`src/rtl/cpu_mem_pkg.sv`:
```
// Shared definitions for the data-memory port arbiter.
// - Requester indices (also the mux select codes): IFETCH, LSU, DBG.
// - Arbiter FSM state encoding.
// - SEL_W: width of the 3-to-1 mux select.
package cpu_mem_pkg;

  localparam int unsigned SEL_W = 2;

  typedef logic [SEL_W-1:0] sel_t;

  localparam sel_t REQ_IFETCH = 2'd0;
  localparam sel_t REQ_LSU    = 2'd1;
  localparam sel_t REQ_DBG    = 2'd2;

  typedef enum logic {
    ST_IDLE = 1'b0,
    ST_BUSY = 1'b1
  } state_t;

endpackage

```
`src/rtl/mem_port_arbiter_rr_pick3.sv`:
```
// Combinational round-robin picker for three requesters.
// Ports:
//   eligible   [2:0] requesters allowed to win this cycle
//   last_owner [1:0] most recent winner; scanning starts just after it
//   winner     [1:0] first eligible index at last_owner+1, +2, +3 (mod 3)
//   any              at least one requester is eligible
module rr_pick3
  import cpu_mem_pkg::*;
(
  input  logic [2:0]       eligible,
  input  logic [SEL_W-1:0] last_owner,
  output logic [SEL_W-1:0] winner,
  output logic             any
);

  logic [SEL_W-1:0] cand;
  logic             found;

  always_comb begin
    winner = last_owner;
    cand   = '0;
    found  = 1'b0;
    for (int unsigned i = 1; i <= 3; i++) begin
      cand = SEL_W'((32'(last_owner) + i) % 3);
      if (!found && eligible[cand]) begin
        found  = 1'b1;
        winner = cand;
      end
    end
    any = |eligible;
  end

endmodule

```
`src/rtl/mem_port_arbiter.sv`:
```
// Round-robin arbiter for the single data-memory port.
// Requesters: 0 = instruction fetch, 1 = load/store, 2 = debug/DMA.
// Ports:
//   clk, rst_n       clock, asynchronous active-low reset
//   req  [2:0]       level requests, held until ack or err
//   lock [2:0]       owner keeps the port after completion while high
//   mem_ready        memory completed the current access
//   sel  [1:0]       address/write-data mux select (holds when idle)
//   grant[2:0]       one-hot current owner while busy
//   mem_valid        transaction outstanding toward memory
//   ack  [2:0]       one-cycle completion pulse to the owner
//   err  [2:0]       one-cycle watchdog-timeout pulse to the owner
//   busy             arbiter is in BUSY
module mem_port_arbiter
  import cpu_mem_pkg::*;
#(
  parameter int unsigned NUM_REQ    = 3,
  parameter int unsigned WAIT_LIMIT = 16,
  parameter int unsigned CNT_W      = $clog2(WAIT_LIMIT + 1)
) (
  input  logic               clk,
  input  logic               rst_n,
  input  logic [NUM_REQ-1:0] req,
  input  logic [NUM_REQ-1:0] lock,
  input  logic               mem_ready,
  output logic [SEL_W-1:0]   sel,
  output logic [NUM_REQ-1:0] grant,
  output logic               mem_valid,
  output logic [NUM_REQ-1:0] ack,
  output logic [NUM_REQ-1:0] err,
  output logic               busy
);

  state_t           state;
  logic [CNT_W-1:0] cnt;
  logic [SEL_W-1:0] last_owner;
  logic [NUM_REQ-1:0] eligible;
  logic [SEL_W-1:0] winner;
  logic             any;

  // A requester that just got ack/err may still show req for one cycle.
  assign eligible = req & ~(ack | err);

  rr_pick3 u_pick (
    .eligible   (eligible),
    .last_owner (last_owner),
    .winner     (winner),
    .any        (any)
  );

  always_ff @(posedge clk or negedge rst_n) begin
    if (!rst_n) begin
      state      <= ST_IDLE;
      sel        <= REQ_IFETCH;
      grant      <= '0;
      mem_valid  <= 1'b0;
      ack        <= '0;
      err        <= '0;
      busy       <= 1'b0;
      last_owner <= REQ_DBG;
      cnt        <= '0;
    end else begin
      ack <= '0;
      err <= '0;
      case (state)
        ST_IDLE: begin
          if (any) begin
            state      <= ST_BUSY;
            grant      <= NUM_REQ'(1) << winner;
            sel        <= winner;
            mem_valid  <= 1'b1;
            busy       <= 1'b1;
            cnt        <= '0;
            last_owner <= winner;
          end
        end
        ST_BUSY: begin
          if (mem_ready) begin
            ack <= grant;
            if (|(grant & lock & req)) begin
              cnt <= '0;
            end else begin
              state     <= ST_IDLE;
              grant     <= '0;
              mem_valid <= 1'b0;
              busy      <= 1'b0;
            end
          end else if (cnt == CNT_W'(WAIT_LIMIT - 1)) begin
            err       <= grant;
            state     <= ST_IDLE;
            grant     <= '0;
            mem_valid <= 1'b0;
            busy      <= 1'b0;
          end else begin
            cnt <= cnt + CNT_W'(1);
          end
        end
        default: state <= ST_IDLE;
      endcase
    end
  end

  a_grant_onehot0: assert property (@(posedge clk) disable iff (!rst_n)
    $onehot0(grant));
  a_sel_matches: assert property (@(posedge clk) disable iff (!rst_n)
    busy |-> (grant == (NUM_REQ'(1) << sel)));
  a_valid_busy: assert property (@(posedge clk) disable iff (!rst_n)
    mem_valid == busy);
  a_ack_err_excl: assert property (@(posedge clk) disable iff (!rst_n)
    $onehot0({ack, err}));

endmodule

```
`config.mk`:
```
export PLATFORM = sky130hd
export DESIGN_NAME = mem_port_arbiter
export DESIGN_NICKNAME = d
export VERILOG_FILES = /design/src/rtl/cpu_mem_pkg.sv /design/src/rtl/mem_port_arbiter_rr_pick3.sv /design/src/rtl/mem_port_arbiter.sv
export SDC_FILE = /design/constraint.sdc
export NUM_CORES = 1
export LEC_CHECK = 0
export CAP_MARGIN = 20
export CORE_MARGIN = 5
export CORE_UTILIZATION = 48
export CTS_BUF_LIST = sky130_fd_sc_hd__clkbuf_8
export DETAILED_ROUTE_END_ITERATION = 16
export GPL_ROUTABILITY_DRIVEN = 0
export PLACE_DENSITY = 0.86
export RECOVER_POWER = 50
export SLEW_MARGIN = 20
export SYNTH_ARGS = -nofsm -noshare
export SYNTH_HDL_FRONTEND = slang
export SYNTH_SLANG_ARGS = --single-unit
```
`constraint.sdc`:
```
create_clock -name clk -period 1.8 [get_ports clk]
set_input_delay 0.54 -clock clk [delete_from_list [all_inputs] [get_ports clk]]
set_output_delay 0.54 -clock clk [all_outputs]
set_load 0.01 [all_outputs]
```
# Word level (Yosys, flattened, before mapping)
# Cells that the tools add are included.
# word_totals
mem_bits_rw	0
memories	0
mem_bits_ro	0
regBits	20
latch_bits	0
# classes
magnitude_cmp	3
n_reduce_logical	9
shift	1
add_sub_neg	4
muxes	36
div	3
bitwise_logic	6
n_mul	0
n_eq_ne	6
# op_table
op	n
$mod A32 B2 Y32 const B	3
$mux W3	9
$mux W5	4
$mux W1	13
$pmux W5 S2	1
$and A3 B3 Y3	3
$lt A2 B3 Y1 const B	3
$add A2 B2 Y3 const B	2
$bmux W1 S2	3
$mux W2	3
$ne A3 B2 Y1 const B	2
$ne A3 B3 Y1 const B	2
$pmux W3 S2	1
$reduce_and A3 Y1	2
$reduce_or A3 Y1	2
$add A5 B1 Y5 const B	1
$eq A5 B4 Y1 const B	1
$pmux W1 S2	2
$add A2 B1 Y3 const B	1
$not A3 Y3	1
$or A3 B3 Y3	1
$shl A1 B2 Y3 const A	1
$logic_and A1 B1 Y1	2
$logic_not A1 Y1	2
other kinds (3)	3

# Logic depth before layout (Yosys ltp)
# Gate-level depths: netlist of the first run.
# depth
word_depth	15
ltp_mapped	8
mapped_depth_nobuf	7

# Modules after synthesis
# Synthesis of the first run repeated with hierarchy kept, for this count alone.
# hier_totals
cells_unflattened	110
area_unflattened_um2	1219.9
# by_module_without_submodules
module	area_each_um2	n_inst	seq_area_each_um2	cells_per_inst
mem_port_arbiter	940.9	1	476.7	73
rr_pick3	279.0	1	0.0	37

# Worst setup path after synthesis of the first run
# OpenSTA, ideal clock, no wires.
# synth_timing
path_kind	flip-flop to flip-flop
from	register last_owner[1]
to	register sel[0]
path_slack_ns	-0.123
arrival_time_ns	1.798
period_less_slack_ns	1.923
path_stages_with_launch	7
cell_sequence	dfstp_2 -> ha_1 -> nand2_1 -> a2111oi_4 -> o21a_1 -> a21oi_2 -> mux2_2
# synth_between
elab_chain_cells	11
elab_cells_between_ends	21
cone_classes	add/sub: 3; div: 3; mux: 11; reduce/logical: 4
# synth_rtl
element	line_no	source
from (decl)	mem_port_arbiter.sv:36	logic [SEL_W-1:0] last_owner;
from (signal assigned)	mem_port_arbiter.sv:74	last_owner <= winner;
$add A2 B1 Y3	mem_port_arbiter_rr_pick3.sv:24	cand = SEL_W'((32'(last_owner) + i) % 3);
$mod A32 B2 Y32	mem_port_arbiter_rr_pick3.sv:24	
$bmux W1 S2	mem_port_arbiter_rr_pick3.sv:25	if (!found && eligible[cand]) begin
$mux W1 (not written as such)	mem_port_arbiter_rr_pick3.sv:25	
$mux W1	mem_port_arbiter_rr_pick3.sv:25	
$logic_not A1 Y1	mem_port_arbiter_rr_pick3.sv:25	
$logic_and A1 B1 Y1	mem_port_arbiter_rr_pick3.sv:25	
$mux W1	mem_port_arbiter_rr_pick3.sv:25	
$logic_not A1 Y1	mem_port_arbiter_rr_pick3.sv:25	
$logic_and A1 B1 Y1	mem_port_arbiter_rr_pick3.sv:25	
$mux W2 (*)	mem_port_arbiter_rr_pick3.sv:25	
to (signal assigned)	mem_port_arbiter.sv:70	sel <= winner;
to (decl)	mem_port_arbiter.sv:26	output logic [SEL_W-1:0] sel,
# Mark *: on every way between the ends. The rest lies on a longest branch, timed or not. The select of a mux whose other input is x is not followed.
# A chain may end at the register's enable or synchronous reset.

# Worst setup path in the final report of the first run
# layout_timing
from	register last_owner[1]
to	register grant[1]
# layout_between
elab_chain_cells	14
elab_cells_between_ends	24
cone_classes	add/sub: 3; div: 3; shift: 1; mux: 13; reduce/logical: 4
# layout_rtl
element	line_no	source
$add A2 B1 Y3	mem_port_arbiter_rr_pick3.sv:24	
$mod A32 B2 Y32	mem_port_arbiter_rr_pick3.sv:24	
$bmux W1 S2	mem_port_arbiter_rr_pick3.sv:25	
$mux W1 (not written as such)	mem_port_arbiter_rr_pick3.sv:25	
$mux W1	mem_port_arbiter_rr_pick3.sv:25	
$logic_not A1 Y1	mem_port_arbiter_rr_pick3.sv:25	
$logic_and A1 B1 Y1	mem_port_arbiter_rr_pick3.sv:25	
$mux W1	mem_port_arbiter_rr_pick3.sv:25	
$logic_not A1 Y1	mem_port_arbiter_rr_pick3.sv:25	
$logic_and A1 B1 Y1	mem_port_arbiter_rr_pick3.sv:25	
$mux W2 (*)	mem_port_arbiter_rr_pick3.sv:25	
$shl A1 B2 Y3 (*)	mem_port_arbiter.sv:69	grant <= NUM_REQ'(1) << winner;
$mux W3 (*)	mem_port_arbiter.sv:67	if (any) begin
$pmux W3 S2 (*)	mem_port_arbiter.sv:65	case (state)
to (signal assigned)	mem_port_arbiter.sv:69	
to (decl)	mem_port_arbiter.sv:27	output logic [NUM_REQ-1:0] grant,
# Marks and branches as above.

==> results of run 1 <==
==> cells by family after synthesis <==
logic type      count (synthesis)  synth area share
simple gates                   53             0.261
fa+ha+maj                       5            0.0529
mux                             1           0.00951
flops                          19             0.403
compound gates                 31             0.221
buf+inv                        12            0.0528
==> metrics by stage <==
step           worst slack (ns)  instances  TNS [ns]   util  hold slack, ns
2_1_floorplan            -0.112        121    -0.272      -           0.244
3_3_place_gp             -0.624        197     -6.55  0.690           0.461
3_5_place_dp             -0.661        197     -7.12  0.690           0.476
4_1_cts                  -0.163        205    -0.658  0.762           0.497
5_1_grt                  -0.271        209     -1.84  0.795           0.542
6_report                 -0.217        209     -1.02  0.795           0.506
==> cells in the final DEF (no fill, tap or decap), drive strengths merged, types with 3 or more instances in the layout <==
master,count
dlygate4sd2,4
a31oi,3
nand2b,5
nor3b,3
dlymetal6s2s,3
clkbuf,5
buf,39
nand3,6
nor2,5
and3,8
clkdlybuf4s50,9
or3b,3
nand2,12
o21ai,11
inv,7
ha,5
dfrtp,18
==> critical path: cells and delay by family (launching register included) <==
family	cells	cell delay [ns]
adders and majority gates	1	0.17
AOI/OAI and AO/OA	4	1.02
and+or+nand+nor	1	0.25
DFF	1	0.38
buffers and inverters	1	0.12
==> layer usage <==
layer / vias up / wire length, um
met5: - / 0
met4: 0 / 131
met3: 13 / 176
met2: 43 / 2020
met1: 599 / 1520
li1: 566 / -
==> what timing repair did <==
action,CTS,global route
setup buffers,6,4
pin swaps,14,7
endpoints found under the hold margin,0,0
resized for setup,39,17
setup endpoints to repair,16,20
==> power by group <==
group	total [mW]	internal, mW	leakage [nW]	switching (mW)
clock network	0.292	0.152	0.0269	0.141
logic	1.85	0.970	0.643	0.882
registers	0.666	0.544	0.249	0.122
==> final timing paths <==
kind                                            from                   end  slack, ns  cells after the start
max                        last_owner[1]$_DFFE_PN1P_  grant[1]$_DFFE_PN0P_      -0.22                      7
min                               sel[1]$_DFFE_PN0P_    sel[1]$_DFFE_PN0P_       0.51                      2
max reg2reg                last_owner[1]$_DFFE_PN1P_  grant[1]$_DFFE_PN0P_      -0.22                      7
min reg2reg                       sel[1]$_DFFE_PN0P_    sel[1]$_DFFE_PN0P_       0.51                      2
max in group asynchronous                      rst_n    sel[0]$_DFFE_PN0P_       0.17                      2
min in group asynchronous                      rst_n    cnt[4]$_DFFE_PN0P_       0.95                      2
==> flip-flops by register name (all words and copies together), names as in the netlist <==
| register | count |
|---|---|
| busy | 1 |
| state | 1 |
| last_owner | 1 |
| ack | 3 |
| sel | 2 |
| grant | 3 |
| cnt | 5 |
| err | 3 |
==> cell type report <==
class	instances	area (sq um)	share of cell area
Clock buffer	3	41.3	0.0216
Multi-Input combinational cell	90	822	0.429
Inverter	6	22.5	0.0118
Clock inverter	1	3.75	0.00196
Sequential cell	19	478	0.250
Tap cell	30	37.5	0.0196
Timing Repair Buffer	60	510	0.266
==> results.txt, run 1 <==
----------------------------------------------------
[Route]
  Total number of vias ... 1,221
  Post-detailed-route count of antenna-violating nets ... 0
  Post-DR wirelength/cell ... 18.4 um
  Remaining design rule violation count ... 0
  Violation count after the first detailed-routing iteration ... 50
  Routed wire length ... 3850 um
  Routed vias/inst ... 5.84
  Initial DRT Pass Iterations ... 4

[Synth]
  Mean instance size in the synthesized netlist ... 9.78 sq um
  Post-synth top area cell ... sky130_fd_sc_hd__dfrtp_1
  Total of flip-flops plus latches after synthesis ... 19
  Most frequent cell after synthesis ... sky130_fd_sc_hd__dfrtp_1
  Cell variety after synth ... 44
  Share of flip-flops with an asynchronous set or reset ... 1.00
  Fraction of the yosys area taken by sequential cells ... 0.403
  Synthesized netlist net count ... 135
  Number of flops mapped to enable cells by yosys ... 0
  Most instantiated flip-flop cell in the synthesis netlist ... sky130_fd_sc_hd__dfrtp_1
  Most common library cells after synthesis ... 18 x sky130_fd_sc_hd__dfrtp_1, 12 x sky130_fd_sc_hd__nand2_1, 10 x sky130_fd_sc_hd__o21ai_0
  Dominant cells by area after synthesis ... sky130_fd_sc_hd__dfrtp_1 38%, sky130_fd_sc_hd__ha_1 5.3%, sky130_fd_sc_hd__o21ai_0 4.2%, sky130_fd_sc_hd__nand2_1 3.8%, sky130_fd_sc_hd__and3_1 3.7%
  Post-synthesis cell area ... 0.00118 sq mm
  Portion of synthesized cell area occupied by the leading cell type ... 0.381
  Yosys warning count ... 0
  Number of instances in the synthesized netlist ... 121

[Setup path]
  Largest fanout of any net on the critical path ... 4
  Kind of start point of the critical path ... flop
  Type of destination of the critical path ... flop
  CP cell instances ... buf_6 -> ha_4 -> and4bb_2 -> a2111oi_4 -> o32ai_2 -> a21oi_2 -> a32o_1
  Crit path arrival time ... 2.21 ns
  Critical path type ... reg2reg
  Worst EP required ... 1.99 ns
  Worst-path cell with the longest stage delay ... sky130_fd_sc_hd__a2111oi_4
  Largest incremental delay on the critical path ... 0.44 ns

[Clocking]
  Clk sinks ... 19
  Number of buffers created by CTS ... 3
  Clock insertion delay at the later pin of the skew report ... 0.26 ns
  Clock-pin transition on the worst setup and hold timing paths ... 0.07 ns
  CTS tree ... done
  Total of hold buffers inserted after clock tree synthesis ... 0
  Max Buffers Root-to-Sink ... 2
  H-tree depth ... 1
  Clock Tree Root ... sky130_fd_sc_hd__clkbuf_8

[Power]
  PD cells ... 1470 mW/mm^2
  Static Leakage ... 0.919 nW
  Max rail drop VDD ... 0.00126 V
  Final total power ... 2.81 mW

[STA]
  Slew Limit Fails ... 0
  Final setup violation count ... 6
  Minimum period implied by the final worst setup slack ... 2.02 ns
  Setup repair after global routing missed its margin ... true
  Number of hold violations in the final report ... 0
  Highest achievable clock rate ... 496 MHz
  Normalized max-slew margin ... 0.338
  Min setup slack post-route ... -0.217 ns
  Setup Skew ... 0.00683 ns
  Period utilisation layout ... 1.12
  Transition time of the tightest slew-check pin ... 0.992 ns

[Final layout]
  Ant diodes ... 0
  Layout filler cell count ... 140
  Area growth syn-to-layout ... 61.8%
  Post-layout instance area ... 0.00192 sq mm
  Final layout net count ... 194
  Share of final-layout standard cells stronger than drive strength 1 ... 0.453

[Placed design]
  Count of port buffers added during placement ... 21
  Instance area after placement ... 0.00166 sq mm
  HPWL after detailed placement ... 2550 um

[Global route]
  Overflow after GRT ... 0
  Met3 routing resource usage after global routing ... 0.0410
  Via count of the first global-routing pass ... 1,317
  Met1 usage in global routing ... 0.283
  Met2 track utilization from global routing ... 0.401
  Most Used Layer, Global Route ... met2
  Initial antenna violation count ... 0
  Pin count of the biggest net entering global routing ... 20
  Total routing resource utilization after global routing ... 0.234
  Wire length of the first global-routing pass ... 6290 um

[Status]
  Run status ... finished, violations left
  Failing checks ... negative setup slack

[Floorplan]
  Chip Width ... 59.7 um
  Floorplan row count ... 18
  Effective utilization at floorplan ... 0.491
  Die ar. ... 0.00356 sq mm
  Core ar. ... 0.00241 sq mm
  Y dimension of the die ... 59.7 um
  Ports placed on the boundary ... 22

[Run]
  Max Cap Violations ... 0

[Worst hold path]
  Worst min-delay path class ... reg2reg

----------------------------------------------------
Power figures use the tool's default switching activity.
==> run 2, diff against run 1 <==
--- a/config.mk
+++ b/config.mk
@@ -7,11 +7,10 @@
 export LEC_CHECK = 0
 export CAP_MARGIN = 20
 export CORE_MARGIN = 5
-export CORE_UTILIZATION = 48
+export CORE_UTILIZATION = 53
 export CTS_BUF_LIST = sky130_fd_sc_hd__clkbuf_8
 export DETAILED_ROUTE_END_ITERATION = 16
-export GPL_ROUTABILITY_DRIVEN = 0
-export PLACE_DENSITY = 0.86
+export PLACE_DENSITY = 0.9
 export RECOVER_POWER = 50
 export SLEW_MARGIN = 20
 export SYNTH_ARGS = -nofsm -noshare
==> constraint.sdc (replaced) <==
create_clock -name clk -period 2.2 [get_ports clk]
set_input_delay 0.66 -clock clk [delete_from_list [all_inputs] [get_ports clk]]
set_output_delay 0.66 -clock clk [all_outputs]
set_load 0.01 [all_outputs]
==> run 2 against run 1 <==
Net effect: the flow now finishes without violations; non-clock buffer count decreased by 22; hold slack worse by 0.012 ns; sequential power is 14% lower; die area is 7.9% lower; wire length is 13% lower; final area is 14% lower; via count shrank 6.8%; power decreased by 28%; first-iteration DRC count fell by 44%.
==> results.txt, run 2 (synthesis gave the netlist of run 1 again) <==
----------------------------------------------------
[STA]
  WHS ... 0.495 ns
  Normalized max-slew margin ... 0.335
  Setup repair after global routing missed its margin ... true
  Number of hold violations in the final report ... 0
  Period utilisation layout ... 0.977
  Min setup slack post-route ... 0.0515 ns
  Transition time of the tightest slew-check pin ... 0.997 ns
  Setup Skew ... 0.00549 ns
  Minimum period implied by the final worst setup slack ... 2.15 ns
  Final setup violation count ... 0
  Highest achievable clock rate ... 465 MHz
  Slew Limit Fails ... 0

[Placed design]
  HPWL after detailed placement ... 2410 um
  Placed instance count ... 180
  Count of port buffers added during placement ... 21
  Instance area after placement ... 0.00151 sq mm
  Final GP Congestion ... 0.878
  Post-Place Worst Slack ... -0.425 ns

[Power]
  Static Leakage ... 0.709 nW
  Max rail drop VDD ... 0.000929 V
  Final total power ... 2.03 mW
  PD cells ... 1230 mW/mm^2

[Setup path]
  Critical Path Stages ... 7
  Worst path top cell family by delay ... compound AO/OA/AOI/OAI gates
  Worst Reg-to-Reg Cells ... 7
  Reg-to-reg critical path startpoint ... last_owner[1]$_DFFE_PN1P_
  Kind of start point of the critical path ... primary input
  Critical path type ... in2reg
  Capture point of the worst reg-to-reg path ... grant[1]$_DFFE_PN0P_
  Type of destination of the critical path ... flop
  Last element of the critical path ... grant[1]$_DFFE_PN0P_
  Reg-to-reg setup timing slack ... 0.06 ns
  Largest incremental delay on the critical path ... 0.47 ns
  Sum of buffers and inverters on the critical path ... 2
  Worst EP required ... 2.39 ns
  Largest fanout of any net on the critical path ... 4
  Worst setup startpoint ... req[2]
  CP cell instances ... clkdlybuf4s15_1 -> buf_4 -> nor4bb_4 -> a2111oi_4 -> o32ai_2 -> a21oi_2 -> a32o_1
  Worst-path cell with the longest stage delay ... sky130_fd_sc_hd__a2111oi_4
  Crit path arrival time ... 2.34 ns

[Clocking]
  Clock insertion delay at the later pin of the skew report ... 0.26 ns
  Clock-pin transition on the worst setup and hold timing paths ... 0.06 ns
  CTS tree ... done
  Max Buffers Root-to-Sink ... 2
  Clk sinks ... 19
  Clock Tree Root ... sky130_fd_sc_hd__clkbuf_8
  H-tree depth ... 1
  Number of buffers created by CTS ... 3
  Total of hold buffers inserted after clock tree synthesis ... 0

[Final layout]
  Register name with the most flops ... cnt
  Post-layout instance area ... 0.00164 sq mm
  Area growth syn-to-layout ... 38.9%
  Number of flip-flops in the largest register ... 5
  Most frequent cells in the layout ... 17 x sky130_fd_sc_hd__dfrtp_1, 16 x sky130_fd_sc_hd__clkdlybuf4s50_1, 15 x sky130_fd_sc_hd__buf_4
  Final cell count without fillers ... 185
  Final layout net count ... 172
  Leading cell type in the layout, fill and taps excluded ... sky130_fd_sc_hd__dfrtp_1
  Share of final-layout standard cells stronger than drive strength 1 ... 0.268
  Ant diodes ... 0

[Route]
  Routed vias/inst ... 6.15
  Post-detailed-route count of antenna-violating nets ... 0
  Routed wire length ... 3330 um
  Initial DRT Pass Iterations ... 4
  Post-DR wirelength/cell ... 18.0 um
  Remaining design rule violation count ... 0
  Violation count after the first detailed-routing iteration ... 28
  Total number of vias ... 1,138

[Global route]
  Wire length of the first global-routing pass ... 5470 um
  Total routing resource utilization after global routing ... 0.214
  Pin count of the biggest net entering global routing ... 20
  Via count of the first global-routing pass ... 1,181
  Initial antenna violation count ... 0
  Overflow after GRT ... 0

[Floorplan]
  Chip Width ... 57.3 um
  Y dimension of the die ... 57.3 um
  Die ar. ... 0.00328 sq mm
  Floorplan row count ... 17
  Core ar. ... 0.00217 sq mm
  Ports placed on the boundary ... 22
  Effective utilization at floorplan ... 0.546

[Worst hold path]
  Worst min-delay path class ... reg2reg
  Hold wc startpoint ... cnt[3]$_DFFE_PN0P_

[Run]
  Max Cap Violations ... 0

[Status]
  Run status ... finished clean

----------------------------------------------------
## run 2: repair_timing
item,in CTS,in global routing
endpoints found under the setup margin,10,5
gates resized for setup,15,8
pin swaps,8,5
buffers inserted,0,1
gates cloned,0,0
## run 2: through the flow
step | utilization | setup TNS [ns]
floorplan | - | 0
global placement | 0.696 | -3.24
detailed placement | 0.696 | -3.78
CTS | 0.745 | 0
global route | 0.758 | -0.0773
finish | 0.758 | 0
## run 2: how the worst min path moves through the flow
stage	end	slack [ns]	cells past startpoint
3_3_place_gp	sel[1]$_DFFE_PN0P_	0.46	2
2_1_floorplan	ack[0]$_DFF_PN0_	0.36	0
5_1_grt	cnt[3]$_DFFE_PN0P_	0.52	1
3_5_place_dp	cnt[3]$_DFFE_PN0P_	0.48	1
4_1_cts	cnt[3]$_DFFE_PN0P_	0.49	1
6_report	cnt[3]$_DFFE_PN0P_	0.49	1
## run 2: final cells by class
class | instances | area, sq um
multi-input cells | 90 | 736
clock inverters | 1 | 3.75
clock buffers | 3 | 41.3
flip-flops and latches | 19 | 478
fillers | 148 | 526
repair buffers | 38 | 328
inverters | 6 | 22.5
well taps | 28 | 35.0
## run 2: metal layers
| metal | track usage | vias up | wire (um) |
|---|---|---|---|
| met5 | 0 | - | 0 |
| met4 | 0.109 | 0 | 99 |
| met3 | 0.0385 | 14 | 165 |
| met2 | 0.387 | 43 | 1750 |
| met1 | 0.238 | 562 | 1320 |
| li1 | - | 519 | - |
## run 2: report_power, final
group | switching, mW | leakage (nW) | total (mW) | internal, mW
Sequential | 0.124 | 0.249 | 0.570 | 0.445
Clock | 0.113 | 0.0269 | 0.237 | 0.124
Combinational | 0.622 | 0.433 | 1.22 | 0.597
==> edit 1 (settings of run 2) <==
`SEL_W`: 2 -> 3.
--- a/src/rtl/cpu_mem_pkg.sv
+++ b/src/rtl/cpu_mem_pkg.sv
@@ -6,3 +6,3 @@
 
-  localparam int unsigned SEL_W = 2;
+  localparam int unsigned SEL_W = 3;
 
Interface: changed (resized sel); port bits go from 22 to 23. The function was not compared with the original's and may differ.
==> edit 1 against run 2 <==
- highest routed layer unchanged
- wire length rose to 2.9 times the old value
- cell area up 110%
- sequential cell count up 1
- clock skew about the same
- the flow now finishes with violations (setup timing)
- count of clock-buffer cells in the layout unchanged
- worst setup slack worse by 2.0 ns
- synthesized area up 64%
Power is left out: the tool's default activity adds up to more than one toggle a clock period on the data nets, which glitch-free logic cannot reach.
==> edit 1: results (changes against run 2) <==
Worst Path Max Fanout=4 (unchanged); placer congestion estimate=0.9147 (+4.2%); latest clock arrival within the worst-skew pair=0.26 ns (about the same); arrival time worst endpoint=4.30 ns (+1.96 ns); ratio of cells with drive above 1 in the final layout=46.99% (+20 points); cell count after synthesis=226 (+87%); TritonCTS Buffers=3 (unchanged); Net count, final=362 (+110%); fill cell total of the finished layout=109 (-26%); top cell types by occurrence after synthesis=20 x ha_1, 19 x dfrtp_1, 16 x inv_1, 16 x nor2_1, 13 x o21ai_0; Hold/Removal Path Class=reg -> reg; final-report setup violation count=9 (+9); peak per-stage delay on the critical path=0.62 ns (+0.15 ns); kind of cell adding the most delay to the critical path=compound AO/OA/AOI/OAI gates; number of diodes=0 (unchanged); mux share of post-synthesis cell area=5.334% (+4.4 points); fin worst setup slack=-1.952 ns (-2.004 ns); maximum level of the CTS H-tree=1 (unchanged); parity-gate share of the synthesized area counting xor and xnor cells=2.699% (+2.7 points); area fraction in compound gates after synthesis=24.68% (+2.6 points); first-pass GRT wire length=13540 µm (+150%); Clock Tree Root=clkbuf_8; violations in the final reports=setup timing; port bufs=22 (+4.8%); number of vias in the routed layout=2619 (+130%); unique cell type count in the Yosys netlist=55 (+25%); post-detailed-placement half-perimeter wirelength=4854 µm (+100%); number of nets produced by synthesis=255 (+89%); Routed wire per std cell=25.50 µm (+42%); Final TNS setup=-13.13 ns (-13.13 ns); Clock Skew=0.005608 ns (+0.0001173 ns); r2r worst-path depth=18 (+11); capture point of the worst path=grant[2]; startpoint of the most critical hold path=cnt[3]; Crit Path Category=reg -> reg; startpoint of the most critical setup path=last_owner[1]; number of nets with antenna violations after detailed routing=0 (unchanged); total routing usage reported by global routing=33.93% (+13 points); Synthesis Warnings=0 (unchanged); Finished Layout Cells=380 (+110%); pin count of the biggest net entering global routing=21 (+5.0%); slew at the pin closest to its max-slew limit=1.119 ns (+0.1217 ns); area share of fa/ha/maj cells after synthesis=12.85% (+7.6 points); starting DRC count in detailed routing=420 (+1400%); CTS Buffer Depth=2 (unchanged); Seq/Total Area, Yosys=25.77% (-15 points); max FFs per register=5 (unchanged); CTS clk-pin slew, worst paths=0.07 ns; share of flip-flops with an asynchronous set or reset=100.0% (unchanged); Cells on Worst Hold Path=1 (unchanged); largest register by flop count=cnt; status=finished with violations; placed cell count=345 (+92%); initial antenna violation count=0 (unchanged); ranking of synthesized cells by area=dfrtp_1 24%, ha_1 13%, mux2i_1 3.6%; number of detailed-route iterations in the first pass=5 (+1); cell with the largest stage delay on the worst path=dfstp_2; capture point of the worst reg-to-reg path=grant[2]
==> edit 1: cell types whose count changed after synthesis, sizes merged, moves of 5 or more <==
cell   before  now
ha          5   20
inv         6   17
nor2        5   16
a21oi       2   11
nor3        1   10
mux2i       0    7
a21o        0    5
and2        1    6
nor2b       1    6
xnor2       0    5
==> edit 1: timing repair <==
action / 4_1_cts / 5_1_grt
buffers inserted: 12 / 19
endpoints found under the setup margin: 8 / 13
resized for setup: 12 / 25
hold buffers: 0 / 0
endpoints found under the hold margin: 0 / 0
pin swaps: 16 / 19
==> edit 1: metrics by stage <==
step | hold slack (ns) | cell area, µm² | worst slack [ns]
after global placement | 0.4711 | 2887 | -1.631
after global routing | 0.5571 | 3392 | -2.072
after detailed placement | 0.4788 | 2887 | -1.717
after CTS | 0.4893 | 3110 | -1.666
final | 0.5103 | 3392 | -1.952
after floorplan | 0.3644 | 2242 | -1.592
==> edit 1: layout make-up <==
cell class	count	area (µm²)	area share, %
multi-input combinational	182	1777	52.38
clock inverter	1	30.03	0.8853
clock buffer	3	41.29	1.217
sequential	20	504.2	14.87
inverter	18	85.08	2.508
timing repair buffer	108	894.6	26.37
tap	48	60.06	1.771
==> edit 1: cells by family after synthesis <==
logic type | after synthesis
multiplexers | 10
flip-flops | 20
AND/OR/NAND/NOR | 84
XOR/XNOR | 6
AO/OA/AOI/OAI | 62
adder cells (fa/ha/maj) | 20
buffers and inverters | 24
==> edit 1: metal layers <==
layer / global-route usage [%] / up-vias / part of all wire (%)
li1: - / 1057 / -
met1: 39.30 / 1238 / 35
met2: 57.07 / 236 / 47
met3: 6.676 / 88 / 9.8
met4: 21.92 / 0 / 8.5
met5: 0 / - / 0
==> edit 2 (flow settings as in run 2) <==
Made on the original files. Register the output `err` once more, cleared by the reset; this adds one clock of latency there. The other outputs are not delayed to match. Comments in the files are not updated.
--- a/src/rtl/mem_port_arbiter.sv
+++ b/src/rtl/mem_port_arbiter.sv
@@ -33,2 +33,4 @@
 
+  logic [NUM_REQ-1:0] err_s0;
+
   state_t           state;
@@ -41,3 +43,3 @@
   // A requester that just got ack/err may still show req for one cycle.
-  assign eligible = req & ~(ack | err);
+  assign eligible = req & ~(ack | err_s0);
 
@@ -57,3 +59,3 @@
       ack        <= '0;
-      err        <= '0;
+      err_s0     <= '0;
       busy       <= 1'b0;
@@ -63,3 +65,3 @@
       ack <= '0;
-      err <= '0;
+      err_s0 <= '0;
       case (state)
@@ -88,3 +90,3 @@
           end else if (cnt == CNT_W'(WAIT_LIMIT - 1)) begin
-            err       <= grant;
+            err_s0    <= grant;
             state     <= ST_IDLE;
@@ -109,3 +111,11 @@
   a_ack_err_excl: assert property (@(posedge clk) disable iff (!rst_n)
-    $onehot0({ack, err}));
+    $onehot0({ack, err_s0}));
+
+  always_ff @(posedge clk or negedge rst_n) begin
+    if (!rst_n) begin
+      err <= '0;
+    end else begin
+      err <= err_s0;
+    end
+  end
 
Formal check against the unedited RTL: no difference found for any inputs over 4 cycles, from zero or initial values and one cycle with rst_n low; that may be too few to reach the edited logic, so the function may still have changed.
==> edit 2 against run 2 <==
- combinational power down 19%
- highest routed layer unchanged
- sequential cell count grew 3
- power fell by 6.7%
- cell area is 3.3% higher
- wire length decreased by 3.7%
- synthesized area grew 3.6%
- synthesized cell count down 1.7%
- worst setup slack improved by 0.017 ns
- clock skew increased by 0.00083 ns
==> edit 2: results (changes against run 2) <==
status=finished clean; Routed wire per std cell=17.52 µm (-2.6%); worst slack after detailed placement=-0.4967 ns (-0.07127 ns); first-pass GRT wire length=5271 µm (-3.7%); arrival time worst endpoint=2.32 ns (-0.02 ns); clock tree sinks=22 (+3); peak per-stage delay on the critical path=0.49 ns (+0.02 ns); number of vias in the routed layout=1109 (-2.5%); Lkg Pwr=0.7548 nW (+6.5%); area share of fa/ha/maj cells after synthesis=5.102% (-0.18 points); kind of cell adding the most delay to the critical path=simple AND/OR/NAND/NOR gates; met3 global-route usage=4.232% (+0.39 points); total routing usage reported by global routing=20.29% (-1.1 points); fill cell total of the finished layout=150 (+1.4%); sequential portion of the cell area=32.50% (+3.4 points); portion of the layout cell area used by non-clock buffers=19.45% (-0.48 points); Worst Path Max Fanout=5 (+1); worst slew margin relative to its limit=60.33% (+27 points); pin count of the biggest net entering global routing=13 (-35%); top cell types by occurrence after synthesis=21 x dfrtp_1, 8 x nand2_1, 8 x nand3_1; ranking of synthesized cells by area=dfrtp_1 43%, ha_1 5.1%, and3_1 3.6%; post-DR vias/cell=6.060 (-1.5%); cell with the largest stage delay on the worst path=or4_1; count of inverters not on the clock network in the layout=7 (+1); Seq/Total Area, Yosys=45.00% (+4.7 points); met1 usage=24.06% (+0.23 points); ratio of cells with drive above 1 in the final layout=23.87% (-2.9 points); mux share of post-synthesis cell area=1.633% (+0.68 points); Sw Pwr=0.7371 mW (-14%); placed cell count=176 (-2.2%); Post-Route M1 WL=1308 µm (-0.68%); starting DRC count in detailed routing=48 (+71%); Clock-cell share=3.242% (+0.50 points); Clock Skew=0.006321 ns (+0.0008300 ns); multi-input gate share of the layout cell area=41.19% (-3.6 points); count of clock-net buffers in the final layout=4 (+1); post-detailed-placement half-perimeter wirelength=2271 µm (-5.6%); CTS clk-pin slew, worst paths=0.08 ns (+0.02 ns); Comb power frac=52.6% (-7.6 points); met2 demand-to-capacity share in global routing=34.84% (-3.8 points); met3 wirelength from detailed routing=218 µm (+32%); unique cell type count in the Yosys netlist=37 (-16%); placer congestion estimate=0.8255 (-6.0%); number of nets produced by synthesis=133 (-1.5%); post-synthesis average cell area=10.30 µm² (+5.3%); cells resized by post-CTS repair=9 (-6); Net count, final=170 (-1.2%); total power divided by cell area=1113 mW/mm² (-9.6%); area fraction in compound gates after synthesis=18.98% (-3.1 points); power share of the clock group=15.0% (+3.3 points); routed wire length on met2=1609 µm (-7.8%); Post CTS Setup Buffer Count=3 (+3); multi-input combinational cell count=83 (-7.8%)
[edit 2: worst paths after layout]
check	start	endpoint	slack, ns	cells after the start
setup / recovery	req[1]	cnt[3]	0.07	6
hold / removal	err_s0[2]	err[2]	0.48	0
setup reg to reg	last_owner[1]	grant[1]	0.10	7
hold reg to reg	err_s0[2]	err[2]	0.48	0
max in group asynchronous	rst_n	sel[1]	0.67	2
min in group asynchronous	rst_n	err[1]	0.71	1
[edit 2: worst register-to-register path, delay by kind of cell, from the launching register on]
kind	cells	cell delay, ns
AO/OA/AOI/OAI	3	0.83
buffers and inverters	1	0.14
adder cells (fa/ha/maj)	1	0.25
AND/OR/NAND/NOR	2	0.18
flip-flops	1	0.57
[edit 2: per-stage QoR]
step	cell area (µm²)	hold slack [ns]	TNS [ns]
after floorplan	1226	0.3644	0
after global placement	1539	0.4098	-3.719
after detailed placement	1539	0.4219	-4.311
after CTS	1639	0.4498	0
after global routing	1698	0.4939	-0.00006040
final	1698	0.4763	0
